$ cat config.mk
export PLATFORM = sky130hd
export DESIGN_NAME = density_phase_scheduler_flat
export DESIGN_NICKNAME = d
export VERILOG_FILES = /design/src/rtl/density_phase_scheduler_pkg.sv /design/src/rtl/density_phase_scheduler_if.sv /design/src/rtl/density_phase_scheduler_tick_gen.sv /design/src/rtl/density_phase_scheduler.sv /design/src/flat_wrapper.sv
export SDC_FILE = /design/constraint.sdc
export NUM_CORES = 1
export LEC_CHECK = 0
export ABC_AREA = 1
export CORE_MARGIN = 5
export CORE_UTILIZATION = 60
export CTS_CLUSTER_DIAMETER = 50
export DETAILED_ROUTE_END_ITERATION = 10
export PLACE_DENSITY = 0.89
export SLEW_MARGIN = 20
export SYNTH_ARGS = -nofsm -noshare
export SYNTH_HDL_FRONTEND = slang
export SYNTH_SLANG_ARGS = --single-unit
export TNS_END_PERCENT = 1
$ cat constraint.sdc
create_clock -name clk -period 2.61 [get_ports clk]
set_input_delay 0.261 -clock clk [delete_from_list [all_inputs] [get_ports clk]]
set_output_delay 0.261 -clock clk [all_outputs]
set_load 0.01 [all_outputs]
$ cat src/rtl/density_phase_scheduler_pkg.sv
// Shared types and helpers for the four-way phase scheduler.
// Phase encodings, side constants and the round-robin pick.
package density_phase_scheduler_pkg;

    typedef enum logic [1:0] {
        ST_ALLRED = 2'd0,
        ST_GREEN  = 2'd1,
        ST_ORANGE = 2'd2
    } state_t;

    localparam logic [1:0] SIDE_N = 2'd0;

    // Scan from side+1 around to side itself; fall back to side+1.
    function automatic logic [1:0] rr_pick(
        input logic [1:0] side,
        input logic [3:0] t
    );
        logic [1:0] s;
        logic [1:0] pick;
        logic       found;
        pick  = side + 2'd1;
        found = 1'b0;
        for (int i = 1; i <= 4; i++) begin
            s = side + 2'(i);
            if (!found && t[s]) begin
                pick  = s;
                found = 1'b1;
            end
        end
        return pick;
    endfunction

endpackage

$ cat src/rtl/density_phase_scheduler_if.sv
// Request/phase bundle between the scheduler and its surroundings.
// master drives switches and emergency, slave drives phase outputs.
interface density_phase_scheduler_if;
    logic [3:0] T;
    logic       EMG_REQ;
    logic [1:0] EMG_SIDE;
    logic [1:0] SIDE;
    logic       G;
    logic       O;
    logic       T_SEL;
    logic [5:0] SEC_LEFT;

    modport master (
        output T, EMG_REQ, EMG_SIDE,
        input  SIDE, G, O, T_SEL, SEC_LEFT
    );

    modport slave (
        input  T, EMG_REQ, EMG_SIDE,
        output SIDE, G, O, T_SEL, SEC_LEFT
    );
endinterface

$ cat src/rtl/density_phase_scheduler_tick_gen.sv
// Free-running prescaler producing a one-cycle tick on wrap.
// Never cleared by phase changes, only by reset.
module tick_gen #(
    parameter int TICK_DIV = 50_000_000
) (
    input  logic clk,
    input  logic rst,
    output logic tick
);
    localparam int W = $clog2(TICK_DIV);

    logic [W-1:0] cnt;

    assign tick = (cnt == W'(TICK_DIV - 1));

    always_ff @(posedge clk or posedge rst) begin
        if (rst) begin
            cnt <= '0;
        end else if (tick) begin
            cnt <= '0;
        end else begin
            cnt <= cnt + 1'b1;
        end
    end
endmodule

$ cat src/rtl/density_phase_scheduler.sv
// Four-way light phase sequencer: side select, density-based green,
// early cut on demand elsewhere and emergency preemption.
module density_phase_scheduler
    import density_phase_scheduler_pkg::*;
#(
    parameter int TICK_DIV    = 50_000_000,
    parameter int GREEN_LONG  = 30,
    parameter int GREEN_SHORT = 10,
    parameter int GREEN_MIN   = 5,
    parameter int ORANGE_T    = 3,
    parameter int ALLRED_T    = 1
) (
    input logic clk,
    input logic rst,
    density_phase_scheduler_if.slave bus
);
    localparam logic [5:0] LD_LONG   = 6'(GREEN_LONG);
    localparam logic [5:0] LD_SHORT  = 6'(GREEN_SHORT);
    localparam logic [5:0] LD_MIN    = 6'(GREEN_MIN);
    localparam logic [5:0] LD_ORANGE = 6'(ORANGE_T);
    localparam logic [5:0] LD_ALLRED = 6'(ALLRED_T);

    logic       tick;
    logic [3:0] t_s1, t_s2;
    logic       emg_s1, emg_s2;
    logic [1:0] es_s1, es_s2;

    state_t     state;
    logic [1:0] side;
    logic       g, o;
    logic [5:0] timer;
    logic [5:0] elapsed;

    logic [1:0] new_side;
    logic       others_set;
    logic       early_cut;
    logic       emg_away;
    logic       emg_hold;
    logic       last;

    tick_gen #(.TICK_DIV(TICK_DIV)) u_tick (
        .clk  (clk),
        .rst  (rst),
        .tick (tick)
    );

    always_ff @(posedge clk or posedge rst) begin
        if (rst) begin
            t_s1   <= '0;
            t_s2   <= '0;
            emg_s1 <= 1'b0;
            emg_s2 <= 1'b0;
            es_s1  <= '0;
            es_s2  <= '0;
        end else begin
            t_s1   <= bus.T;
            t_s2   <= t_s1;
            emg_s1 <= bus.EMG_REQ;
            emg_s2 <= emg_s1;
            es_s1  <= bus.EMG_SIDE;
            es_s2  <= es_s1;
        end
    end

    assign new_side   = emg_s2 ? es_s2 : rr_pick(side, t_s2);
    assign others_set = |(t_s2 & ~(4'b0001 << side));
    assign early_cut  = (elapsed >= LD_MIN) && !t_s2[side]
                        && others_set && !emg_s2;
    assign emg_away   = emg_s2 && (es_s2 != side);
    assign emg_hold   = emg_s2 && (es_s2 == side);
    assign last       = (timer <= 6'd1);

    always_ff @(posedge clk or posedge rst) begin
        if (rst) begin
            state   <= ST_ALLRED;
            side    <= SIDE_N;
            g       <= 1'b0;
            o       <= 1'b0;
            timer   <= LD_ALLRED;
            elapsed <= '0;
        end else begin
            unique case (state)
                ST_ALLRED: begin
                    if (tick) begin
                        if (last) begin
                            state   <= ST_GREEN;
                            side    <= new_side;
                            g       <= 1'b1;
                            timer   <= t_s2[new_side] ? LD_LONG : LD_SHORT;
                            elapsed <= '0;
                        end else begin
                            timer <= timer - 6'd1;
                        end
                    end
                end
                ST_GREEN: begin
                    // Cut/preempt outranks tick so a coincident expiry
                    // still produces a single orange entry.
                    if (emg_away || early_cut || (tick && !emg_hold && last)) begin
                        state <= ST_ORANGE;
                        g     <= 1'b0;
                        o     <= 1'b1;
                        timer <= LD_ORANGE;
                    end else if (tick && !emg_hold) begin
                        timer   <= timer - 6'd1;
                        elapsed <= elapsed + 6'd1;
                    end
                end
                ST_ORANGE: begin
                    if (tick) begin
                        if (last) begin
                            state <= ST_ALLRED;
                            o     <= 1'b0;
                            timer <= LD_ALLRED;
                        end else begin
                            timer <= timer - 6'd1;
                        end
                    end
                end
                default: begin
                    state <= ST_ALLRED;
                    g     <= 1'b0;
                    o     <= 1'b0;
                    timer <= LD_ALLRED;
                end
            endcase
        end
    end

    assign bus.SIDE     = side;
    assign bus.G        = g;
    assign bus.O        = o;
    assign bus.T_SEL    = t_s2[side];
    assign bus.SEC_LEFT = timer;
endmodule

$ cat src/flat_wrapper.sv
// flat-port wrapper written by rule: the top's interface ports become plain ports
module density_phase_scheduler_flat import density_phase_scheduler_pkg::*;
#(
    parameter int TICK_DIV    = 50_000_000,
    parameter int GREEN_LONG  = 30,
    parameter int GREEN_SHORT = 10,
    parameter int GREEN_MIN   = 5,
    parameter int ORANGE_T    = 3,
    parameter int ALLRED_T    = 1
)
  (clk, rst, bus_T, bus_EMG_REQ, bus_EMG_SIDE, bus_SIDE, bus_G, bus_O, bus_T_SEL, bus_SEC_LEFT);
  density_phase_scheduler_if bus_i ();
  input logic clk;
  input logic rst;
  input wire logic [$bits(bus_i.T)-1:0] bus_T;
  input wire logic [$bits(bus_i.EMG_REQ)-1:0] bus_EMG_REQ;
  input wire logic [$bits(bus_i.EMG_SIDE)-1:0] bus_EMG_SIDE;
  output wire logic [$bits(bus_i.SIDE)-1:0] bus_SIDE;
  output wire logic [$bits(bus_i.G)-1:0] bus_G;
  output wire logic [$bits(bus_i.O)-1:0] bus_O;
  output wire logic [$bits(bus_i.T_SEL)-1:0] bus_T_SEL;
  output wire logic [$bits(bus_i.SEC_LEFT)-1:0] bus_SEC_LEFT;
  assign bus_i.T = bus_T;
  assign bus_i.EMG_REQ = bus_EMG_REQ;
  assign bus_i.EMG_SIDE = bus_EMG_SIDE;
  assign bus_SIDE = bus_i.SIDE;
  assign bus_G = bus_i.G;
  assign bus_O = bus_i.O;
  assign bus_T_SEL = bus_i.T_SEL;
  assign bus_SEC_LEFT = bus_i.SEC_LEFT;
  density_phase_scheduler #(.TICK_DIV(TICK_DIV), .GREEN_LONG(GREEN_LONG), .GREEN_SHORT(GREEN_SHORT), .GREEN_MIN(GREEN_MIN), .ORANGE_T(ORANGE_T), .ALLRED_T(ALLRED_T)) u_core (.clk(clk), .rst(rst), .bus(bus_i));
endmodule
==> flow_summary.ini <==
[outcome]
outcome = complete, no violations

[final_layout]
seq_area_sq_mm = 0.00145
areaGrowthSynthToFinish_pct = 14.7
antenna_cells = 0
finalNonFillerCells = 529
fin_nets = 471
num-fill-cells = 414
fin_util_pct = 71.0
final_layout_size_suffix_gt1_share_pct = 16.4
multi_input_area_sq_mm = 0.00173

[clocking]
cts.sinks = 58
cts.path.max_buffers = 2
clkLatencyLatePin_ns = 0.35
cts_tree = done
h-tree-depth = 3
numCtsBuffers = 9
ctsHoldBuffers = 0
root_buffer = clkbuf_8
clk_transition_reported_paths_ns = 0.07

[setup_path]
path_buf_inv = 3
critPathArrivalTime_ns = 2.68
start_kind = register
r2r-start = u_core.bus.SIDE[1]
cp_top_family = simple AND/OR/NAND/NOR gates
path_common_cell = nand2_1
end_kind = register
critical_path_class = register to register
rr_endpoint = u_core.bus.SEC_LEFT[2]
r2r_slack_ns = 0.17
worstPathRequired_ns = 2.85
worstPathMaxFanout = 8
critPathSlowestCell = dfrtp_2
r2r_cells = 17
cp_slowest_stage_delay_ns = 0.47
worstPathCellList = clkinvlp_4, ha_4, inv_1, nand3_1, nand2_1, nand2_1, inv_2, nand2_1, nand3_1, nand3_1, nand3_1, nand3_1, nand3_1, nand2_1, nand2_1, nand2_1, nand2_1

[logic_synthesis]
yosys_warnings = 0
async_reset_ff_share_pct = 100
yosysSeqAreaShare_pct = 42.4
syn_area_sq_mm = 0.00343
synthDistinctLibCells = 46
ys_seq_elements = 58
synthFlopType = dfrtp_1
synth-edff-count = 0
syn-num-nets = 434
synth_cells = 415
syn_area_per_cell_sq_um = 8.26

[grt]
grt_max_degree = 27
overflow = 0
grt_usage_pct = 21.4
antenna_found_initial = 0
grt_first_pass_wirelength_mm = 12.4
grt_pass1_vias = 2846

[sta]
clock_skew_ns = 0.00915
period_needed_ns = 2.44
finalHoldViolCount = 0
slew_violations = 0
hold_ws_ns = 0.278
worst_pin_slew_ns = 0.535
slew_headroom_pct = 64.3
fin_crit_sh_pct = 93.5
fmax_mhz = 410
setup_violations = 0
setup-tns-final_ns = 0

[floorplanning]
io_pins = 20
fp.dieW_um = 85.6
die_area_sq_mm = 0.00733
fp.dieH_um = 85.6
core_region_area_sq_mm = 0.00554
rows = 27
start_util_pct = 61.9

[place]
place_inst = 509
io_buffers = 19
place.detailed.hpwl_mm = 5.32
gp_congestion = 0.926

[detailed_routing]
routed-wl-met2_mm = 3.82
drt-pass1-iter-count = 5
drt_iter0_drc = 220
wl_met3_um = 422
viasPerCell = 5.63
wl_mm = 7.38
maxUsedRoutingLayer = met4
drc = 0
ant_nets = 0
post_drt_wl_per_cell_um = 14.0
via_count = 2978
met1Wirelength_mm = 2.98

[job]
maxCapViolCount = 0

[pwr]
p_leak_uw = 0.00193
p_per_area_mw_per_mm2 = 441
peakVddDrop_mv = 0.319

[hold_path]
hp-class = input pin to async pin
per-stage QoR:
stage	power (uW)	area [sq um]	setup slack (ns)
2_1_floorplan	982	3430	0.418
3_3_place_gp	1010	3720	0.353
3_5_place_dp	1010	3720	0.148
4_1_cts	1740	3890	0.111
5_1_grt	1800	3940	-0.0574
6_report	1730	3940	0.170
kinds of logic (layout without fill, tap and decap cells):
logic type,count (synthesis),after routing,share of synthesized area [%]
adders and majority gates,10,10,3.65
and+or+nand+nor,224,224,33.6
xor gates and xnor gates,14,14,3.58
AOI/OAI and AO/OA,49,49,9.34
DFF,58,58,42.4
buffers and inverters,60,102,7.52
registers in the layout, indices dropped and copies added (netlist names):
signal and count:
u_core.bus.G 1, u_core.bus.O 1, u_core.t_s1 4, u_core.bus.SIDE 2, u_core.t_s2 4, u_core.state 2, u_core.emg_s2 1, u_core.es_s2 2
u_core.u_tick.cnt 26, u_core.emg_s1 1, u_core.es_s1 2, u_core.bus.SEC_LEFT 6, u_core.elapsed 6
area by class of cell:
| type | count | area share (%) |
|---|---|---|
| flip-flops and latches | 58 | 36.9 |
| clock inverters | 5 | 0.763 |
| repair buffers | 29 | 6.74 |
| multi-input cells | 297 | 44.0 |
| inverters | 57 | 5.66 |
| well taps | 72 | 2.29 |
| clock buffers | 11 | 3.59 |
metal layers:
layer | vias up | GRT usage, %
li1 | 1444 | -
met2 | 110 | 35.9
met3 | 19 | 6.72
met4 | 0 | 10.5
met1 | 1405 | 24.8
met5 | - | 0
power breakdown:
group          switching [uW]  internal, uW
registers                7.30           910
clock network             372           365
logic                    50.9          29.1
what timing repair did:
action                                  CTS  global route
hold endpoints to repair                  0             0
buffers inserted                          0             4
endpoints found under the setup margin    0             2
gates resized for setup                   0             3
worst max-delay path by stage:
stage | end | slack (ns) | from | cells past startpoint
3_5_place_dp | u_core.bus.SEC_LEFT[2] | 0.15 | u_core.bus.SIDE[1] | 19
3_3_place_gp | u_core.bus.SEC_LEFT[4] | 0.35 | u_core.bus.SIDE[1] | 18
6_report | u_core.bus.SEC_LEFT[2] | 0.17 | u_core.bus.SIDE[1] | 17
4_1_cts | u_core.bus.SEC_LEFT[2] | 0.11 | u_core.bus.SIDE[1] | 19
2_1_floorplan | u_core.bus.SEC_LEFT[2] | 0.42 | u_core.bus.SIDE[0] | 19
5_1_grt | u_core.bus.SEC_LEFT[2] | -0.06 | u_core.bus.SIDE[1] | 19
cells in the mapped netlist (2+ instances only):
cell	number	area, sq um
a21oi_1	17	85.1
a31oi_1	2	12.5
clkinv_1	2	7.51
dfrtp_1	57	1430
ha_1	10	125
inv_1	47	176
inv_2	6	22.5
inv_4	2	12.5
nand2_1	96	360
nand2_2	3	18.8
nand2_4	2	22.5
nand3_1	45	225
nand3_2	4	40.0
nand3b_2	2	22.5
nand4_1	4	25.0
nand4_2	2	25.0
nor2_1	30	113
nor2_2	3	18.8
nor2_4	3	33.8
nor2_8	2	40.0
nor3_1	13	65.1
nor3_4	2	32.5
nor4_1	5	31.3
o211ai_1	2	15.0
o21a_1	3	22.5
o21ai_0	10	50.1
o21ai_1	3	15.0
o21ai_2	6	52.6
o22ai_1	2	12.5
or2_2	2	12.5
xnor2_1	4	35.0
xor2_1	10	87.6
cells in the final DEF, fill, tap and decap left out, types with 3 or more instances in the layout:
cell type        count
nand2_2              3
dfrtp_1             56
o21ai_0             10
clkinvlp_4           3
xor2_1              10
a21oi_1             17
nand2_1             96
o21ai_2              6
o21ai_1              3
nor2_2               3
xnor2_1              4
clkdlybuf4s50_1     19
nand3_1             45
ha_1                 9
nor4_1               5
clkbuf_8            10
nor2_4               3
nand3_2              4
inv_2                7
buf_4               10
o21a_1               3
clkinv_2             3
inv_1               45
nor3_1              13
nand4_1              4
nor2_1              30
No activity file was read; power rests on OpenSTA's default activity.
==> variant, RTL diff (same flow settings) <==
Make the reset (`rst`) synchronous in 3 clocked blocks.
--- a/src/rtl/density_phase_scheduler_tick_gen.sv
+++ b/src/rtl/density_phase_scheduler_tick_gen.sv
@@ -14,5 +14,5 @@
     assign tick = (cnt == W'(TICK_DIV - 1));
 
-    always_ff @(posedge clk or posedge rst) begin
+    always_ff @(posedge clk) begin
         if (rst) begin
             cnt <= '0;
--- a/src/rtl/density_phase_scheduler.sv
+++ b/src/rtl/density_phase_scheduler.sv
@@ -45,5 +45,5 @@
     );
 
-    always_ff @(posedge clk or posedge rst) begin
+    always_ff @(posedge clk) begin
         if (rst) begin
             t_s1   <= '0;
@@ -71,5 +71,5 @@
     assign last       = (timer <= 6'd1);
 
-    always_ff @(posedge clk or posedge rst) begin
+    always_ff @(posedge clk) begin
         if (rst) begin
             state   <= ST_ALLRED;
Function: differs if rst is asserted again (counterexample within 4 cycles, from zero or initial values and one cycle with rst high); with rst held inactive, the same outputs for 10 cycles.
==> variant against the original RTL <==
  * Routed wire length down 3.4%
  * Setup slack improved by 0.11 ns
  * Total power rose by 14%
  * Design area shrank 4.4%
  * Area after synthesis decreased by 6.2%
  * Sequential cell count is the same
  * Global-route usage fell by 0.15 points
  * Highest routed layer unchanged
==> variant: results (changes against the original RTL) <==
* R2R setup slack at 0.28 ns (+0.11 ns)
* Avg Cell Area, Syn at 6.73 um^2 (-19%)
* Hpwl dp at 5070 um (-4.6%)
* CP max-delay cell: dfxtp_1
* Critical R2R Launch: u_core.u_tick.cnt[0]
* Final Net Count at 527 (+12%)
* Top post-synthesis cells by count: nand2_1 (113), inv_1 (79), dfxtp_1 (58), nor2_1 (58), nand3_1 (39)
* Drt pass-1 iters at 6 (+1)
* Max incr delay on CP at 0.35 ns (-0.12 ns)
* Final wirelength at 7130 um (-3.4%)
* Largest net degree at the start of global routing at 26 (-3.7%)
* Compound-Gate Fraction of Synth Area at 9.49% (+0.15 points)
* Min Hold Slack at 0.404 ns (+0.126 ns)
* RD Place Congestion at 0.971 (+4.9%)
* Setup Skew at 0.00808 ns (-0.00107 ns)
* DR vias at 3110 (+4.4%)
* Crit path DAT at 2.56 ns (-0.12 ns)
* Status: completed
* DP Area at 0.00351 mm^2 (-5.5%)
* GR Util All Layers at 21.3% (-0.15 points)
* Layout cell share with drive strength beyond 1 at 8.19% (-8.2 points)
* Inst Count DP at 567 (+11%)
* R2R cell count at 14 (-3)
* Worst slack, placed at 0.299 ns (+0.152 ns)
* CP Max Fanout at 6 (-2)
* Dominant synthesized flop cell: dfxtp_1
* Synth top area cells: dfxtp_1 (36%), nand2_1 (13%), inv_1 (9.2%)
* DR iter-0 viols at 240 (+9.1%)
* Post-synthesis cell type count at 36 (-22%)
* Synth Area in XOR/XNOR at 3.54% (-0.034 points)
* Post-route non-filler standard cell count at 583 (+10%)
* Max Fclk at 0.429 GHz (+4.8%)
* Net Sw Frac at 21.9% (-2.9 points)
* Worst IR drop on VDD at 356 uV (+12%)
* Syn nets at 497 (+15%)
* First-pass GRT wire length at 12300 um (-1.1%)
==> variant: changes by cell type after synthesis, moves of 4 or more <==
| cell | unedited run | this run |
|---|---|---|
| nand3_1 | 45 | 39 |
| dfrtp_1 | 57 | 0 |
| o21ai_2 | 6 | 2 |
| clkbuf_1 | 0 | 5 |
| inv_2 | 6 | 0 |
| nand2_1 | 96 | 113 |
| dfxtp_1 | 0 | 58 |
| nand4_1 | 4 | 8 |
| nor2_1 | 30 | 58 |
| inv_1 | 47 | 79 |
| a21oi_1 | 17 | 28 |
==> variant: power groups by stage <==
stage               Combinational [uW]  Clock (uW)  Sequential [uW]
floorplan                         60.4           0              925
finish                            92.2         983              907
detailed placement                89.3           0              927
global route                       104        1030              908
CTS                               90.3         988              907
global placement                  85.2           0              926
==> variant: how the worst max path moves through the flow <==
stage                                  end            startpoint
floorplan           u_core.bus.SEC_LEFT[2]    u_core.bus.SIDE[0]
global placement     u_core.u_tick.cnt[22]  u_core.u_tick.cnt[0]
detailed placement   u_core.u_tick.cnt[24]  u_core.u_tick.cnt[0]
CTS                  u_core.u_tick.cnt[24]  u_core.u_tick.cnt[0]
global route        u_core.bus.SEC_LEFT[2]    u_core.bus.SIDE[0]
finish               u_core.u_tick.cnt[24]  u_core.u_tick.cnt[0]
==> variant: metal layers <==
metal | up-vias | track usage (%) | part of all wire (%)
met5 | - | 0 | 0
met4 | 0 | 11.0 | 3.5
met3 | 27 | 4.46 | 5.3
met2 | 98 | 36.2 | 45
met1 | 1396 | 25.1 | 46
li1 | 1589 | - | -
==> variant: layout make-up <==
type	count	area [um^2]
clock buffer	12	165
clock inverter	4	72.6
fill	403	1410
inverter	80	300
multi-input combinational	334	1740
sequential	58	1160
tap	70	87.6
timing repair buffer	25	235
